`src/rtl/conv_stream_framer.sv`:
```
// Splits one AXI-stream frame into a kernel block (written to BRAM) followed by
// image beats tagged with channel/frame boundaries, with error flagging on bad framing.
module conv_stream_framer #(
    parameter int DATA_WIDTH  = 256,
    parameter int MAX_CH      = 256,
    parameter int MAX_IMG_SEL = 4,
    localparam int CH_W       = (MAX_CH > 1) ? $clog2(MAX_CH) : 1,
    localparam int PIX_W      = 2 * (MAX_IMG_SEL + 2)
) (
    input  logic                  clk,
    input  logic                  aresetn,
    input  logic                  start,
    input  logic [2:0]            image_size_sel,
    input  logic [1:0]            channel_size_sel,
    input  logic [DATA_WIDTH-1:0] s_axis_tdata,
    input  logic                  s_axis_tvalid,
    input  logic                  s_axis_tlast,
    output logic                  s_axis_tready,
    output logic                  kernel_wr_en,
    output logic [CH_W-1:0]       kernel_wr_addr,
    output logic [DATA_WIDTH-1:0] kernel_wr_data,
    output logic [DATA_WIDTH-1:0] pix_tdata,
    output logic                  pix_tvalid,
    input  logic                  pix_tready,
    output logic                  pix_last_ch,
    output logic                  pix_tlast,
    output logic                  busy,
    output logic                  done,
    output logic                  err_early_tlast,
    output logic                  err_missing_tlast,
    output logic                  err_cfg
);

    localparam logic [1:0] IDLE   = 2'd0;
    localparam logic [1:0] KERNEL = 2'd1;
    localparam logic [1:0] IMAGE  = 2'd2;
    localparam logic [1:0] DONE   = 2'd3;

    localparam logic [2:0] MAX_SEL = 3'(MAX_IMG_SEL);

    logic [1:0]       state;
    logic [2:0]       img_sel_q;
    logic [1:0]       ch_sel_q;
    logic [CH_W-1:0]  ch_cnt;
    logic [PIX_W-1:0] pix_cnt;
    logic             last_in;    // final frame beat already accepted, wait for it to drain

    logic [CH_W-1:0]  ch_max;
    logic [PIX_W-1:0] pix_max;
    logic [4:0]       pix_shamt;
    logic             ch_wrap;
    logic             final_beat;
    logic             acc;
    logic             pix_xfer;

    // side*side - 1 is an all-ones mask of 2*sel+4 bits
    assign pix_shamt  = 5'(2 * MAX_IMG_SEL) - {1'b0, img_sel_q, 1'b0};
    assign pix_max    = {PIX_W{1'b1}} >> pix_shamt;
    assign ch_max     = CH_W'(MAX_CH - 1) >> ch_sel_q;
    assign ch_wrap    = (ch_cnt == ch_max);
    assign final_beat = ch_wrap && (pix_cnt == pix_max);

    assign busy          = (state != IDLE);
    assign done          = (state == DONE);
    assign s_axis_tready = (state == KERNEL) ||
                           ((state == IMAGE) && !last_in && (!pix_tvalid || pix_tready));
    assign acc           = s_axis_tvalid && s_axis_tready;
    assign pix_xfer      = pix_tvalid && pix_tready;

    always_ff @(posedge clk or negedge aresetn) begin
        if (!aresetn) begin
            state             <= IDLE;
            img_sel_q         <= '0;
            ch_sel_q          <= '0;
            ch_cnt            <= '0;
            pix_cnt           <= '0;
            last_in           <= 1'b0;
            kernel_wr_en      <= 1'b0;
            kernel_wr_addr    <= '0;
            kernel_wr_data    <= '0;
            pix_tdata         <= '0;
            pix_tvalid        <= 1'b0;
            pix_last_ch       <= 1'b0;
            pix_tlast         <= 1'b0;
            err_early_tlast   <= 1'b0;
            err_missing_tlast <= 1'b0;
            err_cfg           <= 1'b0;
        end else begin
            kernel_wr_en <= 1'b0;
            case (state)
                IDLE: begin
                    if (start) begin
                        err_early_tlast   <= 1'b0;
                        err_missing_tlast <= 1'b0;
                        if (image_size_sel > MAX_SEL) begin
                            err_cfg <= 1'b1;
                        end else begin
                            err_cfg   <= 1'b0;
                            img_sel_q <= image_size_sel;
                            ch_sel_q  <= channel_size_sel;
                            ch_cnt    <= '0;
                            pix_cnt   <= '0;
                            last_in   <= 1'b0;
                            state     <= KERNEL;
                        end
                    end
                end
                KERNEL: begin
                    if (acc) begin
                        // any tlast here precedes the image phase, so it is always early
                        if (s_axis_tlast) begin
                            err_early_tlast <= 1'b1;
                            ch_cnt          <= '0;
                            state           <= IDLE;
                        end else begin
                            kernel_wr_en   <= 1'b1;
                            kernel_wr_addr <= ch_cnt;
                            kernel_wr_data <= s_axis_tdata;
                            if (ch_wrap) begin
                                ch_cnt <= '0;
                                state  <= IMAGE;
                            end else begin
                                ch_cnt <= ch_cnt + 1'b1;
                            end
                        end
                    end
                end
                IMAGE: begin
                    if (acc && s_axis_tlast && !final_beat) begin
                        err_early_tlast <= 1'b1;
                        pix_tvalid      <= 1'b0;
                        state           <= IDLE;
                    end else if (pix_xfer && pix_tlast) begin
                        pix_tvalid <= 1'b0;
                        state      <= DONE;
                    end else if (acc) begin
                        pix_tvalid  <= 1'b1;
                        pix_tdata   <= s_axis_tdata;
                        pix_last_ch <= ch_wrap;
                        pix_tlast   <= final_beat;
                        if (ch_wrap) begin
                            ch_cnt  <= '0;
                            pix_cnt <= pix_cnt + 1'b1;
                        end else begin
                            ch_cnt <= ch_cnt + 1'b1;
                        end
                        if (final_beat) begin
                            last_in <= 1'b1;
                            if (!s_axis_tlast) err_missing_tlast <= 1'b1;
                        end
                    end else if (pix_xfer) begin
                        pix_tvalid <= 1'b0;
                    end
                end
                default: state <= IDLE;
            endcase
        end
    end

endmodule

```
`config.mk`:
```
export PLATFORM = sky130hd
export DESIGN_NAME = conv_stream_framer
export DESIGN_NICKNAME = d
export VERILOG_FILES = /design/src/rtl/conv_stream_framer.sv
export SDC_FILE = /design/constraint.sdc
export NUM_CORES = 1
export LEC_CHECK = 0
export ABC_AREA = 1
export CAP_MARGIN = 20
export CORE_AREA = 2 2 306 308
export DETAILED_ROUTE_END_ITERATION = 7
export DIE_AREA = 0 0 308 310
export GPL_TIMING_DRIVEN = 1
export SETUP_SLACK_MARGIN = 0.5
export SYNTH_ARGS = -nofsm -noshare
export SYNTH_HDL_FRONTEND = slang
export SYNTH_SLANG_ARGS = --single-unit
```
`constraint.sdc`:
```
create_clock -name clk -period 2.45 [get_ports clk]
set_clock_uncertainty 0.1 [all_clocks]
set_input_delay 0.6125 -clock clk [delete_from_list [all_inputs] [get_ports clk]]
set_output_delay 0.6125 -clock clk [all_outputs]
set_load 0.02 [all_outputs]
```
==> impl_results.md <==
- Core area: 0.09249 mm²
- Final nets: 3424
- Drt first pass iters: 5
- IO Port Bufs: 796
- Clk pwr share: 20.9%
- Failing checks: setup timing
- # clock sinks: 555
- Worst slew pin tran: 500.0 ps
- Logic pwr share: 45.3%
- I/O Pins: 797
- Iter 0 DRT Violations: 1275
- Syn Area/Cell: 9.461 µm²
- WP data arrival: 2890 ps
- Crit path required time: 2860 ps
- Pre-CTS WS: -198.4 ps
- Post-synth EDFFs: 0
- Fin area: 0.03487 mm²
- Synth area leader: dfrtp_1
- Full die area: 0.09548 mm²
- Clock slew at reported path FFs: 70 ps
- Initial antenna violation count: 3
- CP Capture Type: flop
- GPL Wtd Cong: 0.8414
- Dominant synthesized flop cell: dfrtp_1
- Flops & latches, synth: 555
- Unique cell type count in the Yosys netlist: 31
- Vias per cell: 4.194
- Clock Latency Late Sink: 610 ps
- Starting Density: 23.26%
- Pwr/cell area: 1362 mW/mm²
- Final setup vio count: 163
- WS Path Type: reg -> reg
- Die Y: 310 µm
- Unrepaired setup endpoints after global routing: yes
- Post-synth top cells: nand2_1, dfrtp_1, inv_1
- Min-delay worst type: reg -> reg
- Drc violations: 0
- Status: finished with violations
- Total CTS buffers: 67
- Peak supply drop: 0.0006756 V
- Switching pwr: 18230 µW
- CTS root buffer: clkbuf_16
- Ys async rst share: 100.0%
- Final Max Tran Viols: 0
- Post-Syn Area: 0.02151 mm²
- H-Tree Depth: 3
- Post-DP Area: 0.03142 mm²
- Die Wd: 308 µm
- Most numerous cell in the Yosys netlist: nand2_1
- Grt total ovfl: 0
- R2R cell count: 16
- Share of layout cells above drive strength 1: 12.42%
- Part of the cycle the worst path needs: 101.6%
- Largest net degree at the start of global routing: 82
- Tmin final: 2489 ps
- Drt wl/cell: 17.57 µm
- CP Launch Type: flop
- Post-synthesis cell count: 2274
- Synth top area share: 64.55%
- Sequential share of power: 33.7%
- First-pass GRT wire length: 112100 µm
- Number of global-route vias before repair: 18390
- CTS tree: yes
- Sw frac: 38.38%
- Final hold vios: 0
- DP HPWL: 55970 µm
- Critical path fanouts, max: 30
- Hold Path Stages: 2
- Largest cells by area after synthesis: dfrtp_1, nand2_1, o21ai_0, o21ai_1, inv_1
- Sequential area share after synthesis: 64.55%
- Static leakage: 0.01640 µW
- Clock buffer depth: 3
- Total Wirelength: 77220 µm
- Rows: 112
- Syn Nets: 2550
- Via count: 18440
- Syn. warnings: 0
- Pint: 29260 µW
- Fin util: 37.70%
- Max-cap viol count: 0
- Syn-to-layout area delta: 62.06%
- Maximum clock rate: 401.8 MHz
- Slew HR: 66.41%
- Final WS setup: -38.82 ps
- Final ANT Viol Nets: 0
- GR Util All Layers: 15.28%
==> state kept, by name, summed over array words and instances (netlist names) <==
| register | flops |
|---|---|
| pix_tdata | 256 |
| pix_tlast | 1 |
| kernel_wr_addr | 8 |
| err_early_tlast | 1 |
| err_missing_tlast | 1 |
| ch_sel_q | 2 |
| ch_cnt | 8 |
| last_in | 1 |
| pix_last_ch | 1 |
| img_sel_q | 3 |
| kernel_wr_en | 1 |
| pix_cnt | 12 |
| kernel_wr_data | 256 |
| pix_tvalid | 1 |
| err_cfg | 1 |
| state | 2 |
==> per-stage QoR <==
step	std cells	total power, µW	hold slack, ps	setup TNS, ps
5_1_grt	4395	50200	353.4	-30200
3_3_place_gp	4239	36570	364.4	-29910
3_5_place_dp	4239	36830	371.9	-34920
6_report	4396	47480	379.9	-2690
4_1_cts	4376	47560	309.6	-344.3
2_1_floorplan	2274	25190	216.9	0
==> kinds of logic (layout without fill, tap and decap cells) <==
logic type	Yosys count	count (layout)	synth area share, %
buffers and inverters	425	1347	8.427
AOI/OAI and AO/OA	563	563	13.14
other	0	3	0
and+or+nand+nor	710	710	12.86
xor gates and xnor gates	11	11	0.4478
DFF	555	555	64.55
adders and majority gates	9	9	0.5234
muxes	1	1	0.05234
==> critical path: stages (launching register included) <==
cell	delay, ps
dfrtp_1	390
buf_4	140
nor2_1	200
nand2_4	80
nand2_4	90
nand2_1	60
nand2_1	50
nand2_1	60
nor2_2	120
nand3_2	120
nand2_2	110
nand4_4	130
buf_12	200
buf_12	160
clkbuf_16	200
nand2_1	60
o21ai_1	60
==> metal layers <==
metal  track usage (%)  vias up  share of wire [%]
met3             4.877      120                8.2
met1             18.23     8713                 40
met5                 0        -                  0
met2             25.35      672                 49
met4             6.478        0                3.3
li1                  -     8931                  -
==> final cells by class <==
type,instances,area (µm²)
tap,1197,1498
sequential,555,13890
clock buffer,94,1919
fill,9197,57620
timing repair buffer,924,9894
multi-input combinational,1294,6223
clock inverter,23,266.5
antenna,3,7.507
inverter,306,1162
==> cells in the final DEF (no fill, tap or decap), drive strengths merged, types with 5 or more instances in the layout <==
cell / n
clkdlybuf4s50: 760
buf: 149
nand4: 5
dfrtp: 555
inv: 307
clkinv: 17
o21ai: 555
nand3: 20
a21oi: 6
nor2: 33
clkbuf: 105
xor2: 11
ha: 9
nand2: 641
==> final timing paths <==
kind	startpoint	end	slack (ps)
worst min-delay path	kernel_wr_data[88]$_DFFE_PN0P_	kernel_wr_data[88]$_DFFE_PN0P_	380
worst max-delay path	img_sel_q[1]$_DFFE_PN0P_	pix_tdata[87]$_DFFE_PN0P_	-40
min in group asynchronous	aresetn	kernel_wr_data[217]$_DFFE_PN0P_	390
max in group asynchronous	aresetn	pix_tdata[67]$_DFFE_PN0P_	1050
worst max register to register	img_sel_q[1]$_DFFE_PN0P_	pix_tdata[87]$_DFFE_PN0P_	-40
worst min register to register	kernel_wr_data[88]$_DFFE_PN0P_	kernel_wr_data[88]$_DFFE_PN0P_	380
==> what timing repair did <==
| action | 4_1_cts | 5_1_grt |
|---|---|---|
| buffers inserted | 11 | 2 |
| endpoints found under the setup margin | 1077 | 1069 |
| pin swaps | 6 | 2 |
| cloned | 8 | 15 |
| gates resized for setup | 272 | 94 |
| endpoints found under the hold margin | 16 | 0 |
| hold buffers | 1 | 0 |
==> power by group through the flow <==
| stage | Combinational (µW) | Sequential, µW | Clock (µW) |
|---|---|---|---|
| global placement | 20700 | 15800 | 0 |
| global route | 23100 | 16500 | 10600 |
| CTS | 21400 | 15900 | 10200 |
| finish | 21500 | 16000 | 9950 |
| detailed placement | 20900 | 15900 | 0 |
| floorplan | 4600 | 20600 | 0 |
Note: power is estimated with default switching activity, not from simulation.
